## src/rtl/sqrt_sched_pkg.sv

```systemverilog
// Shared types and constants for the sqrt job scheduler.
package sqrt_sched_pkg;

    typedef enum logic [1:0] {
        CLEAR,
        IDLE,
        LOAD,
        WAIT
    } sched_state_t;

    localparam logic [15:0] FP16_QNAN = 16'hFE00;

    localparam int FLAG_NAN  = 2;
    localparam int FLAG_PINF = 1;
    localparam int FLAG_NINF = 0;

endpackage

```

## src/rtl/sqrt_job_scheduler_rr_arbiter.sv

```systemverilog
// Combinational round-robin arbiter: the search for a requester starts at ptr and wraps.
module rr_arbiter #(
    parameter int N_REQ = 4,
    parameter int ID_W  = 2
) (
    input  logic [N_REQ-1:0] req,
    input  logic [ID_W-1:0]  ptr,
    output logic [N_REQ-1:0] grant,
    output logic [ID_W-1:0]  grant_idx,
    output logic             grant_any
);

    logic [N_REQ-1:0] rotated;
    logic [ID_W:0]    sum;

    // Rotate so that bit 0 is the requester at ptr, then take the first set bit.
    always_comb begin
        rotated   = N_REQ'({req, req} >> ptr);
        grant_any = 1'b0;
        grant_idx = '0;
        sum       = '0;
        for (int i = 0; i < N_REQ; i++) begin
            if (!grant_any && rotated[i]) begin
                grant_any = 1'b1;
                sum = {1'b0, ptr} + (ID_W+1)'(i);
                if (sum >= (ID_W+1)'(N_REQ)) begin
                    sum = sum - (ID_W+1)'(N_REQ);
                end
                grant_idx = sum[ID_W-1:0];
            end
        end
        grant = grant_any ? (N_REQ'(1) << grant_idx) : '0;
    end

endmodule

```

## src/rtl/sqrt_job_scheduler.sv

```systemverilog
// Round-robin scheduler sharing one fp16 sqrt core between N_REQ requesters.
// Optional watchdog: define SQRT_SCHED_TIMEOUT_EN to abort jobs stuck in WAIT.
module sqrt_job_scheduler
    import sqrt_sched_pkg::*;
#(
    parameter int N_REQ   = 4,
    parameter int ID_W    = 2,
    parameter int TIMEOUT = 64
) (
    input  logic                  CLK,
    input  logic                  RESET,
    input  logic [N_REQ-1:0]      REQ_VALID,
    input  logic [16*N_REQ-1:0]   REQ_DATA,
    output logic [N_REQ-1:0]      REQ_READY,
    output logic                  RSP_VALID,
    input  logic                  RSP_READY,
    output logic [ID_W-1:0]       RSP_ID,
    output logic [15:0]           RSP_DATA,
    output logic [2:0]            RSP_FLAGS,
    output logic                  RSP_ERR,
    output logic                  CORE_ENABLE,
    output logic [15:0]           CORE_DOUT,
    output logic                  CORE_OE,
    input  logic [15:0]           CORE_DIN,
    input  logic                  CORE_RESULT,
    input  logic                  CORE_IS_NAN,
    input  logic                  CORE_IS_PINF,
    input  logic                  CORE_IS_NINF
);

    if (ID_W < $clog2(N_REQ) || N_REQ < 2 || TIMEOUT < 1) begin : g_param_check
        $error("sqrt_job_scheduler: invalid N_REQ/ID_W/TIMEOUT combination");
    end

    sched_state_t     state;
    logic [ID_W-1:0]  rr_ptr;
    logic [ID_W-1:0]  tag;
    logic [N_REQ-1:0] grant;
    logic [ID_W-1:0]  grant_idx;
    logic             grant_any;
    logic             can_grant;
    logic [15:0]      req_operand;
    logic [2:0]       core_flags;

    rr_arbiter #(.N_REQ(N_REQ), .ID_W(ID_W)) u_arb (
        .req       (REQ_VALID),
        .ptr       (rr_ptr),
        .grant     (grant),
        .grant_idx (grant_idx),
        .grant_any (grant_any)
    );

    // The single-entry response buffer must be empty before a new job is accepted.
    assign can_grant = (state == IDLE) && !RSP_VALID;
    assign REQ_READY = can_grant ? grant : '0;

    always_comb begin
        req_operand = '0;
        for (int i = 0; i < N_REQ; i++) begin
            if (grant[i]) begin
                req_operand = REQ_DATA[16*i +: 16];
            end
        end
        core_flags            = '0;
        core_flags[FLAG_NAN]  = CORE_IS_NAN;
        core_flags[FLAG_PINF] = CORE_IS_PINF;
        core_flags[FLAG_NINF] = CORE_IS_NINF;
    end

`ifdef SQRT_SCHED_TIMEOUT_EN
    localparam int WDOG_W = $clog2(TIMEOUT + 1);
    logic [WDOG_W-1:0] wdog_cnt;
    logic              rsp_err_q;
    assign RSP_ERR = rsp_err_q;
`else
    assign RSP_ERR = 1'b0;
`endif

    always_ff @(posedge CLK) begin
        if (RESET) begin
            state       <= CLEAR;
            rr_ptr      <= '0;
            tag         <= '0;
            RSP_VALID   <= 1'b0;
            RSP_ID      <= '0;
            RSP_DATA    <= '0;
            RSP_FLAGS   <= '0;
            CORE_ENABLE <= 1'b0;
            CORE_OE     <= 1'b0;
            CORE_DOUT   <= '0;
`ifdef SQRT_SCHED_TIMEOUT_EN
            wdog_cnt    <= '0;
            rsp_err_q   <= 1'b0;
`endif
        end else begin
            if (RSP_VALID && RSP_READY) begin
                RSP_VALID <= 1'b0;
            end
            case (state)
                CLEAR: begin
                    CORE_ENABLE <= 1'b0;
                    state       <= IDLE;
                end
                IDLE: begin
                    if (can_grant && grant_any) begin
                        tag         <= grant_idx;
                        CORE_DOUT   <= req_operand;
                        rr_ptr      <= (grant_idx == ID_W'(N_REQ-1)) ? '0 : grant_idx + 1'b1;
                        CORE_ENABLE <= 1'b1;
                        CORE_OE     <= 1'b1;
                        state       <= LOAD;
                    end
                end
                LOAD: begin
                    // The core takes over the bus from the next edge, so release it now.
                    CORE_OE <= 1'b0;
                    state   <= WAIT;
`ifdef SQRT_SCHED_TIMEOUT_EN
                    wdog_cnt <= '0;
`endif
                end
                WAIT: begin
                    if (CORE_RESULT) begin
                        RSP_DATA    <= CORE_DIN;
                        RSP_FLAGS   <= core_flags;
                        RSP_ID      <= tag;
                        RSP_VALID   <= 1'b1;
                        CORE_ENABLE <= 1'b0;
                        state       <= CLEAR;
`ifdef SQRT_SCHED_TIMEOUT_EN
                        rsp_err_q   <= 1'b0;
                    end else if (wdog_cnt == WDOG_W'(TIMEOUT - 1)) begin
                        RSP_DATA    <= FP16_QNAN;
                        RSP_FLAGS   <= 3'(1 << FLAG_NAN);
                        RSP_ID      <= tag;
                        RSP_VALID   <= 1'b1;
                        rsp_err_q   <= 1'b1;
                        CORE_ENABLE <= 1'b0;
                        state       <= CLEAR;
                    end else begin
                        wdog_cnt <= wdog_cnt + 1'b1;
`endif
                    end
                end
                default: state <= CLEAR;
            endcase
        end
    end

endmodule
```

## config.mk

```make
export PLATFORM = sky130hd
export DESIGN_NAME = sqrt_job_scheduler
export DESIGN_NICKNAME = d
export VERILOG_FILES = /design/src/rtl/sqrt_sched_pkg.sv /design/src/rtl/sqrt_job_scheduler_rr_arbiter.sv /design/src/rtl/sqrt_job_scheduler.sv
export SDC_FILE = /design/constraint.sdc
export NUM_CORES = 1
export LEC_CHECK = 0
export ABC_AREA = 1
export BUFFER_PORTS_ARGS = -buffer_cell sky130_fd_sc_hd__buf_2
export CAP_MARGIN = 5
export CORE_AREA = 2 2 120 87
export CTS_CLUSTER_DIAMETER = 100
export DETAILED_ROUTE_END_ITERATION = 12
export DIE_AREA = 0 0 122 89
export PLACE_DENSITY_LB_ADDON = 0.12
export SLEW_MARGIN = 20
export SYNTH_ARGS = -nofsm -noshare
export SYNTH_HDL_FRONTEND = slang
export SYNTH_SLANG_ARGS = --single-unit
export TNS_END_PERCENT = 1
```

## constraint.sdc

```tcl
create_clock -name CLK -period 2.7 [get_ports CLK]
set_input_delay 0.27 -clock CLK [delete_from_list [all_inputs] [get_ports CLK]]
set_output_delay 0.27 -clock CLK [all_outputs]
set_load 0.1 [all_outputs]
```

=== After elaboration in Yosys (flattened, before gate mapping) ===
Index checks and enable logic that the tools add are counted.
W data, S select, Z words.

* Add/subtract/negate cells: 8
* Magnitude comparators: 4
* Equality and inequality tests: 6
* Shifts and indexed selects: 2
* Multiplexer cells: 29
* Reduce and logical (&&, ||, !) cells: 18

{| class="wikitable"
|+ Operators by type and width
! kind !! count
|-
| $mux W16 || 4
|-
| $mux W2 || 11
|-
| $ge A3 B3 Y1 const B || 3
|-
| $mux W1 || 9
|-
| $mux W4 || 2
|-
| $pmux W2 S4 || 1
|-
| $reduce_and A2 Y1 || 4
|-
| $shr A8 B2 Y4 || 1
|-
| $sub A2 B1 Y2 const B || 4
|-
| $add A2 B2 Y3 const B || 2
|-
| $eq A2 B2 Y1 const B || 3
|-
| $logic_and A1 B1 Y1 || 6
|-
| $logic_not A1 Y1 || 4
|-
| $shl A1 B2 Y4 const A || 1
|-
| $add A2 B1 Y3 const B || 1
|-
| $ge A2 B3 Y1 const B || 1
|-
| $pmux W1 S3 || 1
|-
| $reduce_and A3 Y1 || 1
|-
| $reduce_bool A3 Y1 || 1
|-
| $add A2 B1 Y2 const B || 1
|-
| $eq A2 B1 Y1 const B || 1
|-
| $logic_not A2 Y1 || 1
|-
| $ne A2 B1 Y1 const B || 1
|-
| $ne A2 B2 Y1 const B || 1
|-
| other kinds (2) || 2
|}

* Register bits: 46
* Input port bits: 91
* Logic and storage cells: 77

=== Longest topological paths before layout ===
* Depth in word-level cells: 17
* Gate-level depth with buffers: 21

=== By module ===
A second synthesis with hierarchy kept.

* Cell total of the unflattened synthesis: 425
* Area total of the unflattened synthesis: 2697.6 µm²

{| class="wikitable"
|+ Modules (own cells, without submodules)
! module !! times used !! cells each !! area each (µm²) !! sequential area each (µm²)
|-
| sqrt_job_scheduler || 1 || 364 || 2373.5 || 920.9
|-
| rr_arbiter || 1 || 61 || 324.1 || 0.0
|}

=== Least setup slack after synthesis ===
OpenSTA, ideal clock, no wires.

* Kind: register -> output
* Start: reg rr_ptr[0]
* End: out REQ_READY[2]
* Arrival time: 3.793 ns
* Data required time: 2.430 ns
* Setup slack: -1.363 ns
* Cell stages (with the launch flop): 15
* Path buffers: 3
* Cell sequence: dfxtp_1 > buf_6 > inv_4 > nand2_1 > nand3_1 > nand2_2 > nand4_4 > buf_6 > nand2_2 > nand2_1 > o21ai_2 > ha_1 > nand2_4 > buf_2 > nor3_1

* Cells in the longest elaborated chain, start to end: 14

{| class="wikitable"
|+ RTL lines
! element !! line !! source
|-
| from (decl) || sqrt_job_scheduler.sv:36 || <nowiki>logic [ID_W-1:0] rr_ptr;</nowiki>
|-
| from (signal assigned) || sqrt_job_scheduler.sv:108 || <nowiki>rr_ptr <= (grant_idx == ID_W'(N_REQ-1)) ? '0 : grant_idx + 1'b1;</nowiki>
|-
| parallel branches: the longest is 12 deep, another holds $add A2 B1 Y3 || -- ||
|-
| $mux W4 * || sqrt_job_scheduler_rr_arbiter.sv:32 || <nowiki>grant = grant_any ? (N_REQ'(1) << grant_idx) : '0;</nowiki>
|-
| $mux W4 * || sqrt_job_scheduler.sv:55 || <nowiki>assign REQ_READY = can_grant ? grant : '0;</nowiki>
|-
| to (decl) || sqrt_job_scheduler.sv:14 || <nowiki>output logic [N_REQ-1:0] REQ_READY,</nowiki>
|}

Every way passes the cells marked *.

=== Worst setup path in the final report ===
* Start: reg rr_ptr[0]
* End: out REQ_READY[2]

* Cells in the longest elaborated chain, start to end: 14

{| class="wikitable"
|+ RTL lines
! element !! line !! source
|-
| parallel branches: the longest is 10 deep, another holds $add A2 B1 Y3 || -- ||
|-
| $mux W2 * || sqrt_job_scheduler_rr_arbiter.sv:23 || <nowiki>if (!grant_any && rotated[i]) begin</nowiki>
|-
| named net grant_idx[1] || sqrt_job_scheduler.sv:39 || <nowiki>logic [ID_W-1:0] grant_idx;</nowiki>
|-
| $shl A1 B2 Y4 * || sqrt_job_scheduler_rr_arbiter.sv:32 ||
|-
| $mux W4 * || sqrt_job_scheduler_rr_arbiter.sv:32 ||
|-
| $mux W4 * || sqrt_job_scheduler.sv:55 ||
|}

Mark *: on every way through the listed nets, which the timed path passes.

==> impl_metrics.toml <==
[sta]
final_hold_viol_count = 0
tns_ps = 0
maxSlewHeadroom_pct = 53.6
grt_setup_unrepaired = "true"
fin_crit_sh_pct = 95.1
min_period_ps = 2570
setup_ws_ps = 133
worstMarginPinSlew_ps = 695
setup_viol = 0
hold_slack_ps = 203
fin_worst_skew_ps = 4.10
slew_viol_final = 0
max_freq_mhz = 389

[clock_network]
cts-htree-levels = 2
cts_tree = "yes"
clock_sinks = 46
clk_latency_ps = 280
numCtsBuffers = 5
ctsLongestPathBuffers = 2
clockRootBuffer = "clkbuf_16"
hold_buffers = 0
path_clk_slew_ps = 60

[logic_synthesis]
yosysUniqueCellTypes = 29
avgSynthCellArea_um2 = 6.52
syn_inst = 434
ys_top_cells_by_area = "dfxtp_1 (33%), nand3_1 (15%), nor2_1 (8.5%)"
synth_seq_cells = 46
synth_most_common_cell = "nand3_1"
ys.flop_type = "dfxtp_1"
ys_async_sr_fraction_pct = 0
synth_top_area_share_pct = 32.5
yosysWarnings = 0
yosysTopAreaCell = "dfxtp_1"
synth-edff-count = 0
syn_area_um2 = 2830
synth_commonest_cells = "nand3_1 (87), nor2_1 (64), inv_1 (51), dfxtp_1 (46)"
yosysSeqAreaShare_pct = 32.5
syn-num-nets = 533

[critical_path]
worstPathRequired_ps = 2430
reg2reg_from = "rr_ptr[0]$_SDFFE_PP0P_"
arrival_ps = 2300
cp_max_fo = 33
cp-start-kind = "flop"
r2r_slack_ps = 280
worstSetupEndpointType = "output port"
ff2ff_path_depth = 17
r2r_end = "CORE_DOUT[14]$_SDFFE_PP0P_"
critPathKind = "flop to output port"

[detailed_routing]
drc_errors = 0
routed_wl_um = 8620
wire_per_inst_um = 12.6
viasPerCell = 4.62
drt_iter0_drc = 174
vias = 3166
drt_pass1_iterations = 4
ant_nets = 0

[hold_path]
hp-class = "input port to flop"
min_to = "RSP_VALID$_SDFF_PP0_"
min_from = "RESET"
whs_path_depth = 2

[finish]
areaGrowthSynthToFinish_pct = 38.6
fin_nets = 656
final_layout_size_suffix_gt1_share_pct = 34.4
finalNonFillerCells = 686
fill_cells = 1063
antenna_cells = 0

[place]
dpl.hpwl_um = 6520
gp_congestion = 0.850
dp_slack_ps = 123
port_buffers = 134
dp_cells = 674

[global_routing]
gr-usage-all-layers_pct = 15.2
grt_pass1_vias = 2851
gr-total-overflow = 0
antenna_found_initial = 0
grt_pass1_wl_um = 13200
grt_max_degree = 52

[floorplanning]
io_pins = 136
die_w_um = 122
die_h_um = 89
core_um2 = 9570
start_util_pct = 29.6
fp-row-count = 30
die_area_um2 = 10900

[job]
cap_viol_max_count = 0

[run_status]
status = "completed"
## placed cells by master (no fill, tap or decap), types with 2 or more instances in the layout
cell,instances
inv_2,4
or2_1,8
nand2_2,8
ha_4,2
dfxtp_1,44
or2_2,8
inv_1,49
nor2_4,3
o21ai_1,4
a21oi_1,25
nor2_1,60
ha_1,6
o21ai_0,39
nand2_1,37
nand3_1,87
nand4_1,2
clkbuf_16,6
buf_4,10
buf_2,130
buf_12,6
## registers in the layout (all words and copies together) (netlist names)
signal       cells
RSP_DATA        16
state            2
CORE_DOUT       16
tag              2
RSP_ID           2
RSP_VALID        1
CORE_ENABLE      1
CORE_OE          1
RSP_FLAGS        3
rr_ptr           2
## worst max-delay path by stage
stage,cells past startpoint,start,endpoint,slack (ps)
6_report,11,rr_ptr[0]$_SDFFE_PP0P_,REQ_READY[2],130
5_1_grt,12,rr_ptr[1]$_SDFFE_PP0P_,REQ_READY[2],-10
4_1_cts,11,rr_ptr[1]$_SDFFE_PP0P_,REQ_READY[2],40
3_5_place_dp,12,rr_ptr[0]$_SDFFE_PP0P_,REQ_READY[2],120
3_3_place_gp,12,rr_ptr[0]$_SDFFE_PP0P_,REQ_READY[2],180
2_1_floorplan,14,rr_ptr[0]$_SDFFE_PP0P_,REQ_READY[2],-80
## layer usage
| layer | part of all wire, % | routed length (um) | global-route usage, % |
|---|---|---|---|
| met3 | 5.3 | 453 | 3.95 |
| met5 | 0 | 0 | 0 |
| met1 | 47 | 4050 | 19.8 |
| met4 | 0.64 | 55 | 3.13 |
| met2 | 47 | 4060 | 25.7 |
## logic make-up (layout without fill, tap and decap cells)
group	after synthesis	in the layout	synth area share, %
fa+ha+maj	8	8	3.54
simple gates	221	221	36.8
other cells	1	1	0.132
flops	46	46	32.5
xor+xnor	1	1	0.310
compound gates	71	71	12.8
buf+inv	86	210	13.9
## critical path, stage by stage, from the launching register on
cell and delay (ps):
dfxtp_4 370, inv_4 90, nand2_1 70, nand3_1 70, nand2_1 120, nor4_2 290, nand2_1 90, nand2_2 130
ha_4 180, nand2_8 130, nor3_4 260, buf_12 200
## area by class of cell
class	count	area (um2)	area share [%]
repair buffers	148	882	22.5
well taps	128	160	4.08
clock inverters	1	5.00	0.128
flip-flops and latches	46	926	23.6
inverters	54	205	5.23
clock buffers	7	143	3.64
multi-input cells	302	1600	40.8
## metrics by stage
step           cell area, um2  utilization, %
6_report                 3920            41.0
5_1_grt                  3920            41.0
4_1_cts                  3830            40.0
3_5_place_dp             3670            38.3
3_3_place_gp             3670            38.3
2_1_floorplan            2870               -
## what timing repair did
action,4_1_cts,5_1_grt
pin swaps,0,2
resized for setup,5,11
setup endpoints to repair,3,4
gates cloned,0,1
buffers inserted,0,3
Power is left out: the tool's default activity adds up to more than one toggle a clock period on the data nets, which glitch-free logic cannot reach.
